[config.mk]
export PLATFORM = sky130hd
export DESIGN_NAME = ccip_c0_rd_arbiter
export DESIGN_NICKNAME = d
export VERILOG_FILES = /design/src/rtl/ccip_rd_arb_pkg.sv /design/src/rtl/ccip_rr_arbiter.sv /design/src/rtl/ccip_c0_rd_arbiter.sv
export SDC_FILE = /design/constraint.sdc
export NUM_CORES = 1
export LEC_CHECK = 0
export ABC_CLOCK_PERIOD_IN_PS = 4800
export BUFFER_PORTS_ARGS = -buffer_cell sky130_fd_sc_hd__buf_2
export CAP_MARGIN = 20
export CORE_AREA = 2 2 497 499
export CTS_BUF_LIST = sky130_fd_sc_hd__clkbuf_2
export DETAILED_ROUTE_END_ITERATION = 12
export DIE_AREA = 0 0 499 501
export PLACE_DENSITY = 0.32
export SLEW_MARGIN = 25
export SYNTH_ARGS = -nofsm -noshare
export SYNTH_HDL_FRONTEND = slang
export SYNTH_HIERARCHICAL = 1
export SYNTH_SLANG_ARGS = --single-unit
[constraint.sdc]
create_clock -name clk -period 4.8 [get_ports clk]
set_clock_uncertainty 0.05 [all_clocks]
set_input_delay 0.72 -clock clk [delete_from_list [all_inputs] [get_ports clk]]
set_output_delay 0.72 -clock clk [all_outputs]
set_load 0.01 [all_outputs]
[src/rtl/ccip_rd_arb_pkg.sv]
// ccip_rd_arb_pkg: shared types, mdata field positions and mdata pack/unpack helpers
// for the CCI-P c0 read arbiter.
package ccip_rd_arb_pkg;
  typedef logic [3:0] t_req_idx;
  typedef logic [7:0] t_seq;
  typedef logic [7:0] t_credit;
  localparam int MDATA_IDX_LSB = 8;
  localparam int MDATA_SEQ_LSB = 0;
  function automatic logic [15:0] mdata_pack(t_req_idx idx, t_seq seq);
    logic [15:0] m;
    m = '0;
    m[MDATA_IDX_LSB +: 4] = idx;
    m[MDATA_SEQ_LSB +: 8] = seq;
    return m;
  endfunction
  function automatic t_req_idx mdata_idx(logic [15:0] m);
    return m[MDATA_IDX_LSB +: 4];
  endfunction
endpackage

[src/rtl/ccip_rr_arbiter.sv]
// ccip_rr_arbiter: round-robin arbiter, search starts one past the last grant.
//   clk, reset_n (async active-low)
//   eligible    in   N   requesters that may be granted this cycle
//   grant_taken in   1   the current grant was used; advance the pointer
//   grant       out  N   one-hot grant (zero when nothing eligible)
//   grant_idx   out  4   index of the granted requester
module ccip_rr_arbiter #(
  parameter int N = 4
) (
  input  logic         clk,
  input  logic         reset_n,
  input  logic [N-1:0] eligible,
  input  logic         grant_taken,
  output logic [N-1:0] grant,
  output logic [3:0]   grant_idx
);
  logic [3:0]   ptr;
  logic [4:0]   j;
  logic [N-1:0] sh;
  logic         found;
  always_comb begin
    grant = '0;
    grant_idx = '0;
    found = 1'b0;
    j = '0;
    sh = '0;
    for (int k = 0; k < N; k++) begin
      j = 5'(ptr) + 5'(k);
      j = (j >= 5'(N)) ? j - 5'(N) : j;
      sh = eligible >> j;
      if (!found && sh[0]) begin
        found = 1'b1;
        grant = N'(1) << j;
        grant_idx = j[3:0];
      end
    end
  end
  // ptr holds the next search start, so reset to 0 makes requester 0 first.
  always_ff @(posedge clk or negedge reset_n)
    if (!reset_n) ptr <= '0;
    else if (grant_taken) ptr <= (grant_idx == 4'(N - 1)) ? '0 : grant_idx + 4'd1;
endmodule

[src/rtl/ccip_c0_rd_arbiter.sv]
// ccip_c0_rd_arbiter: shares the CCI-P c0 read-request channel among N_REQ engines with
// round-robin arbitration, per-requester credits and mdata-tag based response steering.
//   clk, reset_n (async active-low)
//   req_valid/req_addr/req_ready : requester side, request i accepted when valid&ready
//   c0_tx_valid/addr/mdata       : registered request to host, mdata = {4'b0, idx, seq}
//   c0_tx_alm_full               : host almost-full, blocks new accepts in the same cycle
//   c0_rx_valid/mdata/data       : read response from host
//   rsp_valid/rsp_data           : registered one-hot response strobe and shared line
//   err_sticky                   : bad tag or credit underflow seen, cleared only by reset
// Optional CCIP_C0_RD_ARB_STATS_EN adds grant_cnt (per-requester issue count) and stall_cnt.
module ccip_c0_rd_arbiter
  import ccip_rd_arb_pkg::*;
#(
  parameter int N_REQ = 4,
  parameter int ADDR_W = 42,
  parameter int MAX_OUTSTANDING = 64
) (
  input  logic                    clk,
  input  logic                    reset_n,
  input  logic [N_REQ-1:0]        req_valid,
  input  logic [N_REQ*ADDR_W-1:0] req_addr,
  output logic [N_REQ-1:0]        req_ready,
  output logic                    c0_tx_valid,
  output logic [ADDR_W-1:0]       c0_tx_addr,
  output logic [15:0]             c0_tx_mdata,
  input  logic                    c0_tx_alm_full,
  input  logic                    c0_rx_valid,
  input  logic [15:0]             c0_rx_mdata,
  input  logic [511:0]            c0_rx_data,
  output logic [N_REQ-1:0]        rsp_valid,
  output logic [511:0]            rsp_data,
  output logic                    err_sticky
`ifdef CCIP_C0_RD_ARB_STATS_EN
  ,
  output logic [N_REQ*32-1:0]     grant_cnt,
  output logic [31:0]             stall_cnt
`endif
);
  logic [N_REQ-1:0]    eligible, grant, rsp_hit, dec;
  logic [3:0]          grant_idx, rx_idx;
  t_credit [N_REQ-1:0] credit;
  t_seq [N_REQ-1:0]    seq;
  logic                accept, tag_ok, underflow;
  logic [ADDR_W-1:0]   sel_addr;
  t_seq                sel_seq;
  logic                unused_mdata;
  assign unused_mdata = ^{c0_rx_mdata[15:12], c0_rx_mdata[7:0]};
  assign rx_idx = mdata_idx(c0_rx_mdata);
  assign tag_ok = {1'b0, rx_idx} < 5'(N_REQ);
  assign req_ready = c0_tx_alm_full ? '0 : grant;
  assign accept = |req_ready;
  always_comb begin
    eligible = '0;
    rsp_hit = '0;
    dec = '0;
    underflow = 1'b0;
    for (int i = 0; i < N_REQ; i++) begin
      eligible[i] = req_valid[i] && credit[i] < t_credit'(MAX_OUTSTANDING);
      rsp_hit[i] = c0_rx_valid && rx_idx == 4'(i);
      dec[i] = rsp_hit[i] && credit[i] != '0;
      underflow = underflow | (rsp_hit[i] && credit[i] == '0);
    end
  end
  always_comb begin
    sel_addr = '0;
    sel_seq = '0;
    for (int i = 0; i < N_REQ; i++) begin
      sel_addr = req_ready[i] ? req_addr[i*ADDR_W +: ADDR_W] : sel_addr;
      sel_seq = req_ready[i] ? seq[i] : sel_seq;
    end
  end
  ccip_rr_arbiter #(.N(N_REQ)) u_rr (
    .clk        (clk),
    .reset_n    (reset_n),
    .eligible   (eligible),
    .grant_taken(accept),
    .grant      (grant),
    .grant_idx  (grant_idx)
  );
  // An underflowing response is still delivered; only the counter refuses to go negative.
  always_ff @(posedge clk or negedge reset_n)
    if (!reset_n) begin
      c0_tx_valid <= 1'b0;
      c0_tx_addr <= '0;
      c0_tx_mdata <= '0;
      rsp_valid <= '0;
      rsp_data <= '0;
      err_sticky <= 1'b0;
      credit <= '0;
      seq <= '0;
    end else begin
      c0_tx_valid <= accept;
      c0_tx_addr <= sel_addr;
      c0_tx_mdata <= mdata_pack(grant_idx, sel_seq);
      rsp_valid <= rsp_hit;
      rsp_data <= c0_rx_data;
      err_sticky <= err_sticky | (c0_rx_valid && (!tag_ok || underflow));
      for (int i = 0; i < N_REQ; i++) begin
        credit[i] <= credit[i] + t_credit'(req_ready[i]) - t_credit'(dec[i]);
        seq[i] <= seq[i] + t_seq'(req_ready[i]);
      end
    end
`ifdef CCIP_C0_RD_ARB_STATS_EN
  always_ff @(posedge clk or negedge reset_n)
    if (!reset_n) begin
      grant_cnt <= '0;
      stall_cnt <= '0;
    end else begin
      for (int i = 0; i < N_REQ; i++)
        grant_cnt[i*32 +: 32] <= grant_cnt[i*32 +: 32] + 32'(req_ready[i]);
      stall_cnt <= stall_cnt + 32'(|req_valid && c0_tx_alm_full);
    end
`endif
endmodule

==> metrics.md, run 1 <==
| Metric | Value |
|---|---|
| Status | `aborted with a tool error` |
| Stopped at | `clock tree synthesis (4_1_cts)` |
| Tool error | `[ERROR RSZ-0060] Max buffer count reached.` |
| Post-CTS Resized | `49` |
| CTS root buffer | `clkbuf_2` |
| Number of buffers created by CTS | `205` |
| Ys async rst share | `100.0%` |
| Synth top cells by count | `dfrtp_1, nand2_1, ha_1, inv_1, o21ai_0` |
| Top-count cell post-synth | `dfrtp_1` |
| Synth top area cells | `dfrtp_1, ha_1, a221o_1, o21ai_0, nand2_1` |
| Post-placement cell area | `0.03120 mm^2` |
| CTS H-tree depth | `4` |
| Area leader, netlist | `dfrtp_1` |
| Bufs on Longest Clock Path | `3` |
| Top cell type's share of synthesized area | `77.75%` |
| Synth Flop Type | `dfrtp_1` |
| Avg Inst Size Synth | `15.71 um^2` |
| Warnings from Yosys | `6` |
| Seq cells post-synth | `640` |
| Mapped cell area | `0.02060 mm^2` |
| Post-synth EDFFs | `0` |
| Post-synthesis sequential area ratio | `77.75%` |
| Gate Count Post-Synth | `1311` |
| Detailed placer's ending HPWL | `160900 um` |
| Die W | `499 um` |
| Number of port buffers | `1267` |
| GP Congestion | `0.8894` |
| Die height | `501 um` |
| Rows | `182` |
| Netlist cell types | `70` |
| Starting Density | `8.415%` |
| Hold-fix buffers, CTS | `1240` |
| Total setup buffers inserted after CTS | `15` |
| I/O pin count | `1284` |
| CTS sink cnt | `640` |
## per-stage QoR
step	instances	setup slack (ps)
3_5_place_dp	5804	376.3
3_3_place_gp	5804	311.4
2_1_floorplan	1315	300.8
## logic make-up after synthesis
logic type | synth area share [%]
flops | 77.75
other cells | 0.03646
fa+ha+maj | 4.519
mux | 0.4070
buf+inv | 2.460
simple gates | 5.030
xor+xnor | 2.041
compound gates | 7.757
==> run 2: changes to the inputs <==
--- a/config.mk
+++ b/config.mk
@@ -8,11 +8,10 @@
 export ABC_CLOCK_PERIOD_IN_PS = 4800
 export BUFFER_PORTS_ARGS = -buffer_cell sky130_fd_sc_hd__buf_2
 export CAP_MARGIN = 20
-export CORE_AREA = 2 2 497 499
-export CTS_BUF_LIST = sky130_fd_sc_hd__clkbuf_2
+export CORE_AREA = 2 2 503 505
 export DETAILED_ROUTE_END_ITERATION = 12
-export DIE_AREA = 0 0 499 501
-export PLACE_DENSITY = 0.32
+export DIE_AREA = 0 0 505 507
+export PLACE_DENSITY_LB_ADDON = 0.15
 export SLEW_MARGIN = 25
 export SYNTH_ARGS = -nofsm -noshare
 export SYNTH_HDL_FRONTEND = slang
==> run 2 against run 1 <==
  * The flow now finishes without violations
  * Area after synthesis did not move
  * Synthesized cell count stayed put
==> metrics.md, run 2 <==
| Metric | Value |
|---|---|
| Status | `complete, no violations` |
| Global-route wire length before repair | `206400 um` |
| Final WL | `162300 um` |
| Mux cell area share after synthesis | `0.4070%` |
| Worst path most repeated cell | `buf_4` |
| GRT overflow | `0` |
| Nets | `3930` |
| Max stage delay cell, worst path | `or4_4` |
| Starting Density | `8.224%` |
| Post-synthesis adder-cell area fraction | `4.519%` |
| Hold WS | `101.6 ps` |
| CP startpoint kind | `register` |
| I/O pin count | `1284` |
| CTS H-tree depth | `3` |
| Layout cells sized above 1 | `46.93%` |
| Critical Path AT | `3850 ps` |
| Initial antenna violation count | `80` |
| Final worst path period share | `96.17%` |
| DR WL/cell | `24.51 um` |
| Commonest non-fill, non-tap cells in the layout | `buf_2, dfrtp_1, dlygate4sd3_1, clkbuf_16, nand2_1` |
| Post-synth EDFFs | `0` |
| Critical Path Fanout Max | `4` |
| Seq cells post-synth | `640` |
| Crit path buf inv count | `5` |
| Max Cap Viol | `0` |
| Biggest regs | `rsp_data x512, c0_tx_addr x42` |
| DIE AREA | `0.2560 mm^2` |
| Commonest non-fill, non-tap cell in the layout | `buf_2` |
| Number of port buffers | `1267` |
| Worst path cell trace | `buf_4 > ha_4 > a21oi_2 > xnor2_2 > ha_2 > buf_4 > buf_4 > nor2_1 > a221oi_1 > or4_4 > buf_4 > o31a_1 > o21ai_2 > nor2b_4 > buf_6` |
| Ys async rst share | `100.0%` |
| DRC | `0` |
| Synth top cells by count | `dfrtp_1, nand2_1, ha_1, inv_1, o21ai_0` |
| Die height | `507 um` |
| Xor/xnor cell area share of the yosys netlist | `2.041%` |
| Required time of the critical path | `4030 ps` |
| Worst slew margin | `47.88%` |
| Clk slew on worst S/H paths | `60 ps` |
| Clock Latency Late Sink | `710 ps` |
| Layout area overhead | `92.25%` |
| Pwr Density | `407.6 mW/mm^2` |
| GR Util All Layers | `12.26%` |
| CTS root buffer | `clkbuf_16` |
| WS Path Type | `reg2out` |
| Max Clk Rate | `0.2166 GHz` |
| Cell family with most CP delay | `simple AND/OR/NAND/NOR gates` |
| CTS sink cnt | `640` |
| VDD IR max | `253.7 uV` |
| Bufs on Longest Clock Path | `3` |
| Rows | `184` |
| Drt initial violations | `1038` |
| Top reg by flops | `rsp_data` |
| Gate Count Post-Synth | `1311` |
| Number of flip-flops in the largest register | `512` |
| Detailed placer's ending HPWL | `134300 um` |
| Vias/cell | `2.825` |
| Area leader, netlist | `dfrtp_1` |
| TritonRoute pass-1 iters | `5` |
| Netlist cell types | `70` |
| Top-count cell post-synth | `dfrtp_1` |
| Final Hold Viols | `0` |
| Synth Flop Type | `dfrtp_1` |
| Vias | `18703` |
| Synth Area in Compound Gates | `7.757%` |
| Mapped cell area | `0.02060 mm^2` |
| Core Area | `0.2505 mm^2` |
| Simple-gate share of the synthesized area | `5.029%` |
| CTS tree | `done` |
| Slew Limit Fails | `0` |
| Avg Inst Size Synth | `15.71 um^2` |
| Number of buffers created by CTS | `90` |
| Endpoints failing setup | `0` |
| Crit path capture type | `output pin` |
| Hold crit path type | `in2reg` |
| Post-synthesis sequential area ratio | `77.75%` |
| Vias in the first global route | `19830` |
| Top cell type's share of synthesized area | `77.75%` |
| Die W | `505 um` |
| Largest net degree at the start of global routing | `84` |
| Synth top area cells | `dfrtp_1, ha_1, a221o_1, o21ai_0, nand2_1` |
| CP max stage delay | `550 ps` |
| Antenna Violating Nets Remaining | `0` |
| Final core occ | `15.81%` |
| Warnings from Yosys | `6` |
| Leak pwr | `18.58 nW` |
| Slew at the pin closest to its max-slew limit | `781.7 ps` |
| Minimum clock period | `4616 ps` |
| Layout fillers | `28211` |
| GP Congestion | `0.8955` |
| Largest family of logic cells by synthesized area | `compound AO/OA/AOI/OAI gates` |
run 2: timing repair:
action,in CTS,in global routing
resized for setup,6,19
hold endpoints to repair,502,0
pin swaps,3,6
hold buffers,466,0
buffers inserted,6,4
setup endpoints to repair,4,4
cloned,2,0
run 2: cells by family (layout without fill, tap and decap cells):
| logic type | after synthesis | in the layout |
|---|---|---|
| other cells | 2 | 48 |
| mux | 7 | 7 |
| xor+xnor | 48 | 48 |
| simple gates | 201 | 201 |
| compound gates | 230 | 230 |
| fa+ha+maj | 72 | 72 |
| flops | 640 | 640 |
| buf+inv | 111 | 2026 |
run 2: area by class of cell:
class	instances	area [um^2]	area share [%]
multi-input cells	564	4187	10.57
diodes	42	105.1	0.2654
inverters	65	246.5	0.6224
well taps	3348	4189	10.58
clock buffers	123	2546	6.430
clock inverters	45	658.1	1.662
flip-flops and latches	640	16020	40.45
repair buffers	1793	11650	29.42
run 2: where the power goes:
| part | internal, mW | switching [mW] |
|---|---|---|
| Combinational | 1.31 | 1.58 |
| Sequential | 5.79 | 0.193 |
| Clock | 4.30 | 2.97 |
| Total | 11.4 | 4.74 |
run 2: metal layers:
metal	track usage, %	part of all wire (%)
met1	14.69	41
met2	20.51	48
met3	4.859	8.9
met4	2.720	2.6
met5	0	0.067
run 2: path summary, 6_finish.rpt:
check / startpoint / end / slack [ps] / depth (start not counted)
max in group asynchronous: reset_n / rsp_data[203]$_DFF_PN0_ / 2750 / 3
worst min register to register: seq[0]$_DFF_PN0_ / seq[0]$_DFF_PN0_ / 420 / 1
min in group asynchronous: reset_n / rsp_data[209]$_DFF_PN0_ / 600 / 2
worst max register to register: u_rr/ptr[1]$_DFFE_PN0P_ / seq[14]$_DFF_PN0_ / 320 / 22
worst max-delay path: u_rr/ptr[1]$_DFFE_PN0P_ / req_ready[1] / 180 / 15
worst min-delay path: c0_rx_data[406] / rsp_data[406]$_DFF_PN0_ / 100 / 1
run 2: worst register-to-register path, cell delays in order (launching register included):
cell and delay [ps]:
dfrtp_1 390, buf_4 150, ha_4 180, a21oi_2 150, xnor2_2 120, ha_2 210
buf_4 130, buf_4 110, nor2_1 100, a221oi_1 110, or4_4 550, buf_4 160
o31a_1 250, o21ai_2 160, nor2b_4 250, buf_4 140, buf_4 150, buf_12 180
ha_1 230, ha_1 190, and3_1 200, nand3_1 100, xnor2_1 130
run 2: metrics by stage:
stage / instances / setup TNS (ps) / setup WS (ps) / cell area (um^2) / power (mW)
after floorplan: 1315 / 0 / 300.8 / 20610 / 7.373
after global placement: 5932 / 0 / 273.8 / 31390 / 8.727
after detailed placement: 5932 / 0 / 275.7 / 31390 / 8.676
after CTS: 6574 / 0 / 1.557 / 39390 / 16.62
after global routing: 6598 / -39.24 / -31.63 / 39550 / 17.09
final: 6620 / 0 / 183.7 / 39600 / 16.14
No activity file was read; power rests on OpenSTA's default activity.
==> run 3: changes to the inputs <==
--- a/config.mk
+++ b/config.mk
@@ -12,6 +12,7 @@
 export DETAILED_ROUTE_END_ITERATION = 12
 export DIE_AREA = 0 0 505 507
 export PLACE_DENSITY_LB_ADDON = 0.15
+export REMOVE_ABC_BUFFERS = 1
 export SLEW_MARGIN = 25
 export SYNTH_ARGS = -nofsm -noshare
 export SYNTH_HDL_FRONTEND = slang
==> run 3 against run 2 <==
  * Cell count up 0.65%
  * Sequential share of layout area shrank 0.29 points
  * Cell area up 0.74%
  * Count of clock-buffer cells in the layout is 1 higher
  * Combinational power is 2% higher
  * Critical path depth down 1
  * Largest cell class unchanged
  * Largest power group unchanged
==> metrics.md, run 3 (synthesis gave the netlist of run 2 again) <==
| Metric | Value |
|---|---|
| Status | `complete, no violations` |
| Final WL | `172700 um` |
| Slew Limit Fails | `0` |
| Clk pwr share | `44.2%` |
| Cell-internal power | `11.20 mW` |
| Number of port buffers | `1267` |
| Core Area | `0.2505 mm^2` |
| Max stage delay cell, worst path | `or4_4` |
| Setup TNS | `0 ps` |
| Layout area overhead | `93.68%` |
| Detailed placer's ending HPWL | `143500 um` |
| GRT overflow | `0` |
| Sw Share | `29.95%` |
| Antenna Violating Nets Remaining | `0` |
| Flop pwr share | `37.3%` |
| Pwr Density | `400.8 mW/mm^2` |
| Biggest regs | `rsp_data x512, c0_tx_addr x42` |
| WS Path Type | `reg2out` |
| Commonest non-fill, non-tap cells in the layout | `buf_2, dfrtp_1, dlygate4sd3_1, clkbuf_16, nand2_1` |
| Layout cells sized above 1 | `46.97%` |
| Top reg by flops | `rsp_data` |
| Vias/cell | `2.786` |
| Nets | `3955` |
| Number of buffers created by CTS | `90` |
| Stages on worst setup path | `14` |
| Critical path origin | `u_rr/ptr[1]$_DFFE_PN0P_` |
| Clk slew on worst S/H paths | `60 ps` |
| HP Start | `c0_rx_data[192]` |
| Crit path buf inv count | `3` |
| Max Clk Rate | `0.2168 GHz` |
| Required time of the critical path | `4030 ps` |
| Vias | `18565` |
| Leak pwr | `18.68 nW` |
| Net Sw Power | `4.789 mW` |
| Layout fillers | `28254` |
| CTS H-tree depth | `3` |
| Crit path capture type | `output pin` |
| Hold crit path type | `in2reg` |
| CTS tree | `done` |
| Endpoints failing setup | `0` |
| Max Cap Viol | `0` |
| Cell family with most CP delay | `simple AND/OR/NAND/NOR gates` |
| Number of flip-flops in the largest register | `512` |
| GR Util All Layers | `13.13%` |
| CTS root buffer | `clkbuf_16` |
| Cells on worst reg2reg path | `22` |
| CTS sink cnt | `640` |
| Bufs on Longest Clock Path | `3` |
| Vias in the first global route | `20289` |
| Rows | `184` |
| Critical Path AT | `3840 ps` |
| Area of the multi-input gates | `0.004227 mm^2` |
| Total Power | `15.99 mW` |
| Worst setup endpoint | `req_ready[1]` |
| Die height | `507 um` |
| Worst path cell trace | `inv_4 > ha_4 > a21oi_2 > xnor2_2 > ha_2 > xor2_1 > nor3_2 > a311oi_2 > or4_4 > o31a_1 > o21ai_2 > nor2b_4 > buf_12 > buf_6` |
| Commonest non-fill, non-tap cell in the layout | `buf_2` |
| DIE AREA | `0.2560 mm^2` |
| Die W | `505 um` |
| DR WL/cell | `25.92 um` |
| Initial antenna violation count | `69` |
| CP startpoint kind | `register` |
| Worst reg2reg setup slack | `270 ps` |
| Sequential Area | `0.01602 mm^2` |
| Final core occ | `15.93%` |
| VDD IR max | `279.3 uV` |
| Reg-to-reg startpoint | `u_rr/ptr[1]$_DFFE_PN0P_` |
| Starting Density | `8.224%` |
| GP Congestion | `0.8674` |
| Reg-to-Reg End | `credit[6]$_DFF_PN0_` |
| Largest net degree at the start of global routing | `94` |
| Worst slew margin | `42.37%` |
| CP max stage delay | `580 ps` |
| Drt initial violations | `882` |
| Global-route wire length before repair | `218100 um` |
| Post-placement cell area | `0.03141 mm^2` |
| DRC | `0` |
| I/O pin count | `1284` |
| Final Hold Viols | `0` |
| Minimum clock period | `4612 ps` |
| Slew at the pin closest to its max-slew limit | `864.4 ps` |
| Final std cell area, no fill | `0.03989 mm^2` |
| TritonRoute pass-1 iters | `4` |
| Comb pwr share | `18.5%` |
| Final worst path period share | `96.08%` |
| Critical Path Fanout Max | `3` |
| Clock Latency Late Sink | `720 ps` |
[run 3: cell types whose count changed in the layout (fill, tap and decap cells not counted), moves of 3 or more]
cell           delta
diode_2          +24
dlygate4sd3_1    +15
buf_12            +4
bufinv_16         -4
buf_4             +3
buf_6             +3
clkinvlp_4        -3
[run 3: worst min path at each step]
stage | depth (start not counted) | end
floorplan | 0 | c0_tx_addr[0]$_DFF_PN0_
global placement | 1 | seq[0]$_DFF_PN0_
detailed placement | 1 | seq[0]$_DFF_PN0_
CTS | 1 | rsp_data[358]$_DFF_PN0_
global route | 1 | rsp_data[358]$_DFF_PN0_
finish | 1 | rsp_data[192]$_DFF_PN0_
[run 3: routing by layer]
layer  up-vias  routed length [um]  global-route usage [%]
li1       8281                   -                       -
met1      9111               69200                   15.42
met2       929               79980                   21.14
met3       230               16010                   5.496
met4        14                7219                   4.994
met5         -                 322                  0.6481
[run 3: power by group through the flow]
stage | Combinational, mW | Clock (mW) | Sequential [mW]
4_1_cts | 3.05 | 7.46 | 5.97
2_1_floorplan | 1.24 | 0 | 6.12
3_3_place_gp | 2.69 | 0 | 6.07
6_report | 2.96 | 7.07 | 5.96
5_1_grt | 3.32 | 7.61 | 6.01
3_5_place_dp | 2.65 | 0 | 6.06
[run 3: final cells by class]
class / count / share of cell area, %
clock inverter: 38 / 1.267
sequential: 640 / 40.15
clock buffer: 124 / 6.442
inverter: 65 / 0.6367
multi-input combinational: 564 / 10.59
antenna: 66 / 0.4140
timing repair buffer: 1818 / 30.00
tap: 3348 / 10.50
[run 3: stage by stage]
stage | std cells | hold WS [ps] | setup WS (ps)
6_report | 6663 | 98.84 | 188.2
5_1_grt | 6640 | 15.96 | -52.81
3_5_place_dp | 5929 | 410.0 | 252.5
4_1_cts | 6583 | 0.3292 | -11.47
3_3_place_gp | 5929 | 403.4 | 185.2
2_1_floorplan | 1269 | 374.4 | -2879
[run 3: repair_timing]
item	4_1_cts	5_1_grt
pin swaps	2	14
endpoints found under the setup margin	4	9
buffers inserted	8	16
hold buffers	481	0
gates resized for setup	13	26
gates cloned	3	0
endpoints found under the hold margin	541	0
==> run 4: changes to the inputs <==
--- a/config.mk
+++ b/config.mk
@@ -11,6 +11,7 @@
 export CORE_AREA = 2 2 503 505
 export DETAILED_ROUTE_END_ITERATION = 12
 export DIE_AREA = 0 0 505 507
+export MAX_ROUTING_LAYER = met4
 export PLACE_DENSITY_LB_ADDON = 0.15
 export REMOVE_ABC_BUFFERS = 1
 export SLEW_MARGIN = 25
==> run 4 against run 3 <==
  * Count of clock-buffer cells in the layout stayed put
  * Critical path depth stayed put
  * Combinational power about the same
  * Sequential cell count stayed put
  * Critical endpoint unchanged
  * Highest routed layer is now met4
==> metrics.md, run 4 (synthesis gave the netlist of run 2 again) <==
| Metric | Value |
|---|---|
| Slew at the pin closest to its max-slew limit | `862.8 ps` |
| Die W | `505 um` |
| VDD IR max | `273.7 uV` |
| Global-route wire length before repair | `218400 um` |
| Required time of the critical path | `4030 ps` |
| Worst path cell trace | `inv_4 > ha_4 > a21oi_4 > xnor2_2 > ha_2 > xor2_1 > nor3_2 > a311oi_2 > or4_4 > o31a_1 > o21ai_2 > nor2b_4 > buf_12 > buf_6` |
| Rows | `184` |
| Max stage delay cell, worst path | `or4_4` |
| Final worst path period share | `96.43%` |
| Endpoints failing setup | `0` |
| CTS tree | `done` |
| Top reg by flops | `rsp_data` |
| Layout fillers | `28254` |
| Number of flip-flops in the largest register | `512` |
| Vias | `18625` |
| Total Power | `16.00 mW` |
| Slew Limit Fails | `0` |
| Critical Path AT | `3860 ps` |
| Minimum clock period | `4629 ps` |
| CTS root buffer | `clkbuf_16` |
| Clk slew on worst S/H paths | `60 ps` |
| CP startpoint kind | `register` |
| Largest net degree at the start of global routing | `94` |
| CTS H-tree depth | `3` |
| Starting Density | `8.224%` |
| Number of port buffers | `1267` |
| Layout area overhead | `93.50%` |
| Post-placement cell area | `0.03141 mm^2` |
| Initial antenna violation count | `66` |
| Nets | `3956` |
| Final worst slack | `171.2 ps` |
| Final Hold Viols | `0` |
| Antenna Violating Nets Remaining | `0` |
| Max Clk Rate | `0.2160 GHz` |
| WS Path Type | `reg2out` |
| Critical Path Fanout Max | `3` |
| Worst slew margin | `42.48%` |
| Hold Crit Depth | `1` |
| I/O pin count | `1284` |
| Bufs on Longest Clock Path | `3` |
| CP max stage delay | `580 ps` |
| Drt initial violations | `862` |
| Biggest regs | `rsp_data x512, c0_tx_addr x42` |
| Final core occ | `15.91%` |
| Layout cells sized above 1 | `46.98%` |
| Status | `complete, no violations` |
| Commonest non-fill, non-tap cells in the layout | `buf_2, dfrtp_1, dlygate4sd3_1, clkbuf_16, nand2_1` |
| DR WL/cell | `26.04 um` |
| DRC | `0` |
| Clock Latency Late Sink | `720 ps` |
| GRT overflow | `0` |
| Final WL | `172800 um` |
| TritonRoute pass-1 iters | `5` |
| Cell family with most CP delay | `simple AND/OR/NAND/NOR gates` |
| Vias/cell | `2.806` |
| Hold crit path type | `in2reg` |
| GP Congestion | `0.8817` |
| Crit path buf inv count | `3` |
| Detailed placer's ending HPWL | `143500 um` |
| Die height | `507 um` |
| Pwr Density | `401.4 mW/mm^2` |
| Stages on worst setup path | `14` |
| Setup TNS | `0 ps` |
| Pre-CTS WS | `252.5 ps` |
| Crit path capture type | `output pin` |
| Vias in the first global route | `20268` |
| Final std cell area, no fill | `0.03986 mm^2` |
| CTS sink cnt | `640` |
| Number of buffers created by CTS | `90` |
| Leak pwr | `18.69 nW` |
| Commonest non-fill, non-tap cell in the layout | `buf_2` |
| Max Cap Viol | `0` |
| GR Util All Layers | `13.52%` |
| Cells on worst reg2reg path | `22` |
| Core Area | `0.2505 mm^2` |
| DIE AREA | `0.2560 mm^2` |
## run 4: changes by cell type in the layout (fill, tap and decap cells not counted), sizes merged
cell	before	now
diode	66	39
buf	1334	1335
## run 4: metal layers
| metal | GRT usage, % | routed length [um] | vias up |
|---|---|---|---|
| met5 | - | 0 | - |
| met4 | 2.994 | 4077 | 0 |
| met3 | 4.914 | 14600 | 189 |
| met2 | 22.10 | 83310 | 952 |
| met1 | 15.79 | 70850 | 9238 |
| li1 | - | - | 8246 |
## run 4: worst paths after layout
path	startpoint	end	slack [ps]
setup reg to reg	u_rr/ptr[1]$_DFFE_PN0P_	credit[6]$_DFF_PN0_	270
max in group asynchronous	reset_n	rsp_data[256]$_DFF_PN0_	2920
hold / removal	c0_rx_data[334]	rsp_data[334]$_DFF_PN0_	100
setup / recovery	u_rr/ptr[1]$_DFFE_PN0P_	req_ready[1]	170
hold reg to reg	seq[23]$_DFF_PN0_	seq[23]$_DFF_PN0_	420
min in group asynchronous	reset_n	rsp_data[481]$_DFF_PN0_	390
## run 4: layout make-up
| cell class | count | area, um^2 | share of cell area (%) |
|---|---|---|---|
| Multi-Input combinational cell | 564 | 4245 | 10.65 |
| Clock buffer | 124 | 2570 | 6.448 |
| Clock inverter | 38 | 505.5 | 1.268 |
| Inverter | 65 | 254.0 | 0.6372 |
| Tap cell | 3348 | 4189 | 10.51 |
| Timing Repair Buffer | 1819 | 11980 | 30.05 |
| Antenna cell | 39 | 97.59 | 0.2449 |
| Sequential cell | 640 | 16020 | 40.19 |
## run 4: what timing repair did
action	CTS	global route
hold buffers	481	0
gates resized for setup	13	29
pin swaps	2	12
endpoints found under the setup margin	4	7
hold endpoints to repair	541	0
setup buffers	8	16
gates cloned	3	0
## run 4: through the flow
step	cells	hold WS [ps]
after floorplan	1269	374.4
after global placement	5929	403.4
after detailed placement	5929	410.0
after CTS	6583	0.3292
after global routing	6617	15.79
final	6637	95.72
## run 4: report_power, final
part / internal, mW / leakage (nW) / total [mW] / switching, mW
logic: 1.31 / 9.54 / 2.96 / 1.64
registers: 5.79 / 7.65 / 5.96 / 0.172
clock network: 4.10 / 1.50 / 7.08 / 2.98
total: 11.2 / 18.7 / 16.0 / 4.80
